[src/rtl/y86_pkg.sv]
// rtl/y86_pkg.sv - shared Y86-64 icode constants, register sentinels and writeback state type
package y86_pkg;

  localparam logic [3:0] I_HALT   = 4'h0;
  localparam logic [3:0] I_NOP    = 4'h1;
  localparam logic [3:0] I_RRMOVQ = 4'h2;
  localparam logic [3:0] I_IRMOVQ = 4'h3;
  localparam logic [3:0] I_RMMOVQ = 4'h4;
  localparam logic [3:0] I_MRMOVQ = 4'h5;
  localparam logic [3:0] I_OPQ    = 4'h6;
  localparam logic [3:0] I_JXX    = 4'h7;
  localparam logic [3:0] I_CALL   = 4'h8;
  localparam logic [3:0] I_RET    = 4'h9;
  localparam logic [3:0] I_PUSHQ  = 4'hA;
  localparam logic [3:0] I_POPQ   = 4'hB;

  localparam logic [3:0] RNONE   = 4'hF;
  localparam logic [3:0] RSP_IDX = 4'h4;

  typedef enum logic {
    RUN    = 1'b0,
    HALTED = 1'b1
  } wb_state_t;

endpackage

[src/rtl/y86_wb_dst_decode.sv]
// rtl/y86_wb_dst_decode.sv - combinational icode/cnd/rA/rB to destE/destM decoder
module y86_wb_dst_decode
  import y86_pkg::I_RRMOVQ, y86_pkg::I_IRMOVQ, y86_pkg::I_MRMOVQ, y86_pkg::I_OPQ,
         y86_pkg::I_CALL, y86_pkg::I_RET, y86_pkg::I_PUSHQ, y86_pkg::I_POPQ;
#(
  parameter logic [3:0] RNONE   = 4'hF,
  parameter logic [3:0] RSP_IDX = 4'h4
) (
  input  logic [3:0] icode,
  input  logic       cnd,
  input  logic [3:0] rA,
  input  logic [3:0] rB,
  output logic [3:0] dE,
  output logic [3:0] dM
);

  always_comb begin
    dE = RNONE;
    dM = RNONE;
    case (icode)
      I_RRMOVQ: dE = cnd ? rB : RNONE;
      I_IRMOVQ,
      I_OPQ:    dE = rB;
      I_MRMOVQ: dM = rA;
      I_CALL,
      I_RET,
      I_PUSHQ:  dE = RSP_IDX;
      I_POPQ: begin
        dE = RSP_IDX;
        dM = rA;
      end
      default: begin
        dE = RNONE;
        dM = RNONE;
      end
    endcase
  end

endmodule

[src/rtl/y86_regfile_wb.sv]
// rtl/y86_regfile_wb.sv - Y86-64 writeback stage with register file, bypassed read ports and halt FSM
module y86_regfile_wb
  import y86_pkg::I_HALT, y86_pkg::wb_state_t, y86_pkg::RUN, y86_pkg::HALTED;
#(
  parameter int          DATA_W  = 64,
  parameter int          NREG    = 15,
  parameter logic [3:0]  RNONE   = 4'hF,
  parameter logic [3:0]  RSP_IDX = 4'h4,
  parameter bit          BYPASS  = 1'b1
) (
  input  logic              clk,
  input  logic              rst_n,
  input  logic              wb_valid,
  input  logic              wb_stall,
  input  logic [3:0]        icode,
  input  logic              cnd,
  input  logic [3:0]        rA,
  input  logic [3:0]        rB,
  input  logic [DATA_W-1:0] valE,
  input  logic [DATA_W-1:0] valM,
  input  logic [3:0]        srcA,
  input  logic [3:0]        srcB,
  output logic [DATA_W-1:0] rdA,
  output logic [DATA_W-1:0] rdB,
  output logic [3:0]        dstE,
  output logic [3:0]        dstM,
  output logic              halted,
  output logic [31:0]       commit_cnt
);

  logic [DATA_W-1:0] regs [NREG];
  logic [3:0]        dE;
  logic [3:0]        dM;
  logic              commit;
  wb_state_t         state_q;
  wb_state_t         state_d;

  y86_wb_dst_decode #(
    .RNONE   (RNONE),
    .RSP_IDX (RSP_IDX)
  ) u_dst_decode (
    .icode (icode),
    .cnd   (cnd),
    .rA    (rA),
    .rB    (rB),
    .dE    (dE),
    .dM    (dM)
  );

  assign commit = wb_valid && !wb_stall && (state_q == RUN);
  assign halted = (state_q == HALTED);

  always_ff @(posedge clk or negedge rst_n) begin
    if (!rst_n) begin
      state_q <= RUN;
    end else begin
      state_q <= state_d;
    end
  end

  always_comb begin
    state_d = state_q;
    case (state_q)
      RUN:     if (commit && icode == I_HALT) state_d = HALTED;
      HALTED:  state_d = HALTED;
      default: state_d = RUN;
    endcase
  end

  // M port checked first so popq %rsp keeps the loaded value, not the incremented pointer
  always_ff @(posedge clk or negedge rst_n) begin
    if (!rst_n) begin
      for (int i = 0; i < NREG; i++) begin
        regs[i] <= DATA_W'(i);
      end
    end else if (commit) begin
      for (int i = 0; i < NREG; i++) begin
        if (dM != RNONE && dM == 4'(i)) begin
          regs[i] <= valM;
        end else if (dE != RNONE && dE == 4'(i)) begin
          regs[i] <= valE;
        end
      end
    end
  end

  always_ff @(posedge clk or negedge rst_n) begin
    if (!rst_n) begin
      dstE       <= RNONE;
      dstM       <= RNONE;
      commit_cnt <= '0;
    end else if (commit) begin
      dstE       <= dE;
      dstM       <= dM;
      commit_cnt <= commit_cnt + 32'd1;
    end
  end

  function automatic logic [DATA_W-1:0] read_port(input logic [3:0] src);
    logic [DATA_W-1:0] r;
    r = '0;
    if (src != RNONE && int'(src) < NREG) begin
      if (BYPASS && commit && src == dM) begin
        r = valM;
      end else if (BYPASS && commit && src == dE) begin
        r = valE;
      end else begin
        r = regs[src];
      end
    end
    return r;
  endfunction

  always_comb begin
    rdA = read_port(srcA);
    rdB = read_port(srcB);
  end

endmodule

[config.mk]
export PLATFORM = sky130hd
export DESIGN_NAME = y86_regfile_wb
export DESIGN_NICKNAME = d
export VERILOG_FILES = /design/src/rtl/y86_pkg.sv /design/src/rtl/y86_wb_dst_decode.sv /design/src/rtl/y86_regfile_wb.sv
export SDC_FILE = /design/constraint.sdc
export NUM_CORES = 2
export LEC_CHECK = 0
export CORE_ASPECT_RATIO = 0.75
export CORE_MARGIN = 2
export CORE_UTILIZATION = 45
export CTS_CLUSTER_SIZE = 40
export DETAILED_ROUTE_END_ITERATION = 12
export PLACE_DENSITY = 0.6
export SLEW_MARGIN = 15
export SYNTH_ARGS = -nofsm -noshare
export SYNTH_HDL_FRONTEND = slang
export SYNTH_SLANG_ARGS = --single-unit
export TNS_END_PERCENT = 5
[constraint.sdc]
create_clock -name clk -period 10.75 [get_ports clk]
set_input_delay 2.6875 -clock clk [delete_from_list [all_inputs] [get_ports clk]]
set_output_delay 2.6875 -clock clk [all_outputs]
set_load 0.05 [all_outputs]
; After elaboration in Yosys (flattened, before gate mapping)
; Cells that the tools add are included.
[op_classes]
n_addsub = 1
multipliers = 0
div_mod_pow = 0
order_cmp = 4
eq_ne = 44
shift = 0
mux = 47
n_bitwise = 3
reduce_logical = 76
[op_table]
columns = op, n
row1 = $mux 64, 40
row2 = $bmux 64 s4, 2
row3 = $eq 4x4->1 const B, 18
row4 = $eq 4x3->1 const B, 10
row5 = $logic_and 1x1->1, 39
row6 = $add 32x1->32 const B, 1
row7 = $reduce_and 2->1, 15
row8 = $reduce_bool 2->1, 15
row9 = $eq 4x2->1 const B, 6
row10 = $eq 4x4->1, 4
row11 = $ne 4x4->1 const B, 4
row12 = $logic_not 4->1, 3
row13 = $pmux 4 s3, 1
row14 = $ge 5x5->1 const B, 2
row15 = $not 4->5, 2
row16 = $eq 4x1->1 const B, 2
row17 = $lt 4x4->1 const B, 2
row18 = $mux 4, 2
row19 = $reduce_or 2->1, 2
row20 = $reduce_or 4->1, 1
row21 = $pmux 1 s2, 1
row22 = $logic_not 1->1, 1
row23 = $mux 1, 1
row24 = $not 1->1, 1
[totals]
regBits = 1001
latch_bits = 0
ram_bits = 0
mem_bits_ro = 0
in_bits = 153
out_inout_bits = 169
elab_cells = 194
n_memories = 0

; Depth between registers and ports, before layout
[depth]
depth_word = 8
mapped_depth = 11
depth_no_buf = 6

; Hierarchy
; From an unflattened synthesis, not the netlist that was laid out.
[unflattened]
cells_unflattened = 6432
area_unflattened_um2 = 64314.2
[by_module_without_submodules]
columns = mod, n_inst, cells_each, area_per_inst_um2, seq_area_each_um2
row1 = y86_regfile_wb, 1, 6410, 64175.3, 25094.1
row2 = y86_wb_dst_decode, 1, 22, 138.9, 0.0

; Worst setup path before layout
; Ideal clock, no wire load.
[synth_path]
kind = input port to output port
startpoint = in icode[3]
endpoint = out rdA[24]
t_arrival_ns = 5.490
t_required_ns = 8.062
slack_ns = 2.573
stages = 9
path_buffers = 3
path_cell_list = buf_2 > nor4_2 > nor4_2 > xnor2_1 > or4_1 > buf_4 > buf_6 > mux2i_1 > a21oi_1
[synth_between]
elab_chain_cells = 8
elab_cells_between_ends = 20
classes_between = eq/ne: 10 / mux: 5 / reduce/logical: 5
[synth_lines]
columns = element, line
row1 = start: declaration, y86_regfile_wb.sv:15  ; input logic [3:0] icode,
row2 = "$eq 4x4->1, or another cell as far along", y86_wb_dst_decode.sv:20  ; case (icode)
row3 = $reduce_or 4->1 (no source line) or $reduce_or 2->1 (tied branches), n/a
row4 = $pmux 4 s3, y86_wb_dst_decode.sv:20
row5 = $eq 4x4->1, y86_regfile_wb.sv:105  ; end else if (BYPASS && commit && src == dE) begin
row6 = $logic_and 1x1->1, y86_regfile_wb.sv:105
row7 = $mux 64, y86_regfile_wb.sv:105
row8 = $mux 64 *, y86_regfile_wb.sv:103  ; if (BYPASS && commit && src == dM) begin
row9 = $mux 64 *, y86_regfile_wb.sv:102  ; if (src != RNONE && int'(src) < NREG) begin
row10 = end: declaration, y86_regfile_wb.sv:23  ; output logic [DATA_W-1:0] rdA,
; Mark *: on every way between the ends. The rest lies on a longest branch, timed or not.

; Worst setup path in the final report
[layout_path]
startpoint = in icode[2]
endpoint = out rdB[41]
[layout_between]
elab_chain_cells = 8
elab_cells_between_ends = 20
classes_between = eq/ne: 10 / mux: 5 / reduce/logical: 5
[layout_lines]
columns = element, line
row1 = "$eq 4x4->1, or another cell as far along", y86_wb_dst_decode.sv:20
row2 = $reduce_or 4->1 (no source line) or $reduce_or 2->1 (tied branches), n/a
row3 = $pmux 4 s3, y86_wb_dst_decode.sv:20
row4 = $eq 4x4->1, y86_regfile_wb.sv:105
row5 = $logic_and 1x1->1, y86_regfile_wb.sv:105
row6 = $mux 64, y86_regfile_wb.sv:105
row7 = $mux 64 *, y86_regfile_wb.sv:103
row8 = $mux 64 *, y86_regfile_wb.sv:102
row9 = end: declaration, y86_regfile_wb.sv:24  ; output logic [DATA_W-1:0] rdB,
; Marks and branches as above.

==> metrics.md <==
| Metric | Value |
|---|---|
| Largest net degree at the start of global routing | `213` |
| Max Cap Viol | `0` |
| Post-synth ARST share | `100%` |
| Initial antenna violation count | `10` |
| R2R cell count | `5` |
| Register area | `0.0251 sq mm` |
| Htree depth | `3` |
| PnR Total Power | `0.0123 W` |
| Die Ht | `338 um` |
| Slew at the pin with the worst max-slew slack | `1.24 ns` |
| Buffers on Ports | `321` |
| Final setup vio count | `0` |
| WP data arrival | `7.02 ns` |
| Worst-Skew Late Latency | `0.75 ns` |
| LEAKAGE | `34.0 nW` |
| Synth unique cells | `53` |
| Gpl congestion | `0.846` |
| EDFF count, synth | `0` |
| Pint | `0.00823 W` |
| Final Hold Vio Count | `0` |
| Fin Clk Skew | `0.0352 ns` |
| Top area cells in the synthesized netlist | `dfrtp_1, mux4_2, mux2_2` |
| Filler Cell Count | `13121` |
| Worst Setup End Kind | `primary output` |
| Post-synthesis cell area | `0.0668 sq mm` |
| Worst slew margin | `17.4%` |
| Most common cell in the synthesized netlist | `dfrtp_1` |
| Share of layout cells above drive strength 1 | `28.3%` |
| Num rows | `122` |
| CTS tree | `built` |
| Multi-input gate area | `0.0389 sq mm` |
| Final antenna-violating net count | `0` |
| Crit path max fanout | `38` |
| Routed wire length per instance | `32.6 um` |
| Hold-fix buffers, CTS | `0` |
| Critical path class | `in2out` |
| Via count | `53939` |
| Net Sw Frac | `32.8%` |
| Cells on Worst Hold Path | `1` |
| Deepest clock path buffer count | `3` |
| Period Utilization, post-route | `90.3%` |
| Worst vdd ir | `128 uV` |
| 1st-iter DRT viols | `6799` |
| Post-synth top area cell | `dfrtp_1` |
| Pwr dens | `164 mW/mm^2` |
| Fmax achieved | `0.103 GHz` |
| Nets@finish | `5913` |
| Reg2reg start | `halted` |
| Crit start category | `input port` |
| Clock-pin slew on the worst setup and hold paths | `0.06 ns` |
| Reg-to-reg endpoint | `regs[457]` |
| Mean area per synthesized cell | `11.3 sq um` |
| Vias per cell | `6.87` |
| Main synth FF type | `dfrtp_1` |
| Flop pwr share | `41.0%` |
| Yosys warning total | `0` |
| WHS | `0.475 ns` |
| Synthesis-stage register bit count | `1001` |
| Vias in the first global route | `52952` |
| Clk pwr share | `32.5%` |
| Post-CTS sizing | `0` |
| Die W | `449 um` |
| Post-synth top area share | `36.1%` |
| CTS Buf Count | `111` |
| Hold crit path type | `reg2reg` |
| Post-layout minimum cycle time | `9.71 ns` |
| Root Driver | `clkbuf_16` |
| Dpl hpwl | `141000 um` |
| Total core area | `0.147 sq mm` |
| Syn nets | `6076` |
| Critical Path RT | `8.06 ns` |
| Io pins | `322` |
| Logic pwr share | `26.4%` |
| Top cells by count, synth | `dfrtp_1, mux2_2, mux2i_1, nand2_1, clkbuf_1` |
| Initial Utilization | `45.3%` |
| DRC Markers | `0` |
| Hold Path Sink | `commit_cnt[31]` |
| Die area | `0.152 sq mm` |
| Gr ovfl total | `0` |
| Post-Syn Instances | `5922` |
| Sw power | `0.00402 W` |
| R2r setup slk | `6.97 ns` |
| Layout area overhead | `12.1%` |
| Clk sink count | `1001` |
| RSZ-0062 raised after global routing | `false` |
| Max Transition Viols Final | `0` |
| Worst hold path startpoint | `commit_cnt[31]` |
| Setup TNS | `0 ns` |
| Total track usage | `33.3%` |
| Global-route wire length before repair | `376000 um` |
| First-pass DRT Iterations | `6` |
| Status | `finished clean` |
| Register area share after synthesis | `37.6%` |
| Total wire length | `256000 um` |
| Post-CTS Repair Setup Buffers | `0` |
registers in the layout (all words and copies together) (netlist names):
| register | count |
|---|---|
| commit_cnt | 32 |
| regs | 960 |
| halted | 1 |
| dstE | 4 |
| dstM | 4 |
worst max-delay path by stage:
stage / start / end / slack [ns] / cells past startpoint
floorplan: icode[3] / rdA[24] / 2.57 / 9
global placement: icode[2] / rdB[41] / 1.23 / 10
detailed placement: icode[2] / rdB[41] / 1.14 / 10
CTS: icode[2] / rdB[41] / 1.14 / 10
global route: icode[2] / rdB[41] / 0.91 / 10
finish: icode[2] / rdB[41] / 1.04 / 10
logic make-up (layout without fill, tap and decap cells):
logic type               Yosys count  in the layout  share of synthesized area, %
AO/OA/AOI/OAI                   1462           1462                          12.6
XOR/XNOR                          41             41                         0.538
adder cells (fa/ha/maj)            1              1                        0.0187
buffers and inverters            750            682                          4.56
flip-flops                      1001           1001                          37.6
multiplexers                    2003           2003                          40.5
other                              0              8                             0
AND/OR/NAND/NOR                  664            664                          4.18
power by group through the flow:
stage          Sequential, W  Clock [W]  Combinational (W)
4_1_cts              0.00500    0.00403            0.00322
2_1_floorplan        0.00494          0            0.00219
5_1_grt              0.00510    0.00418            0.00346
3_5_place_dp         0.00505          0            0.00322
6_report             0.00503    0.00399            0.00324
3_3_place_gp         0.00501          0            0.00316
area by class of cell:
class	instances	area share (%)
clock buffer	173	4.44
sequential	1001	33.5
timing repair buffer	464	6.14
multi-input combinational	4171	52.0
antenna	8	0.0267
tap	1984	3.32
clock inverter	35	0.511
inverter	10	0.0568
cell usage in the layout, fill, tap and decap left out, types with 7 or more instances in the layout:
| cell | count |
|---|---|
| a21oi_1 | 428 |
| a31oi_1 | 500 |
| buf_12 | 23 |
| buf_4 | 121 |
| bufinv_16 | 7 |
| clkbuf_1 | 34 |
| clkbuf_16 | 114 |
| clkbuf_8 | 25 |
| clkdlybuf4s50_1 | 311 |
| clkinv_2 | 20 |
| dfrtp_1 | 965 |
| dfstp_2 | 36 |
| diode_2 | 8 |
| inv_1 | 9 |
| mux2_1 | 25 |
| mux2_2 | 756 |
| mux2i_1 | 738 |
| mux4_2 | 484 |
| nand2_1 | 532 |
| nand3_1 | 37 |
| nand4_1 | 13 |
| nor2_1 | 14 |
| o21ai_0 | 331 |
| o21ai_1 | 42 |
| o221a_2 | 7 |
| o31ai_1 | 129 |
| xnor2_1 | 27 |
| xor2_1 | 14 |
metrics by stage:
stage | util (%) | std cells | instance area (sq um) | setup WS (ns)
3_3_place_gp | 48.3 | 7630 | 71200 | 1.23
6_report | 50.8 | 7846 | 74900 | 1.04
3_5_place_dp | 48.3 | 7630 | 71200 | 1.14
2_1_floorplan | - | 5922 | 66800 | 2.57
5_1_grt | 50.8 | 7840 | 74900 | 0.907
4_1_cts | 50.8 | 7838 | 74900 | 1.14
critical path, stage by stage:
cell and delay (ns):
clkdlybuf4s50_1 0.74, nand4b_1 0.33, and2_1 0.38, nor4_1 0.14, o32ai_4 0.32, buf_4 0.63
buf_4 0.51, o31ai_1 0.11, a31oi_1 0.24, clkdlybuf4s50_1 0.87
metal layers:
layer	global-route usage, %	vias up	share of wire [%]	wire length (um)
met5	0	-	0.022	57
met4	16.0	8	5.4	13900
met3	6.92	674	9.1	23400
met2	50.9	3078	45	114000
met1	45.5	27827	41	104000
li1	-	22352	-	-
No activity file was read; power rests on OpenSTA's default activity.
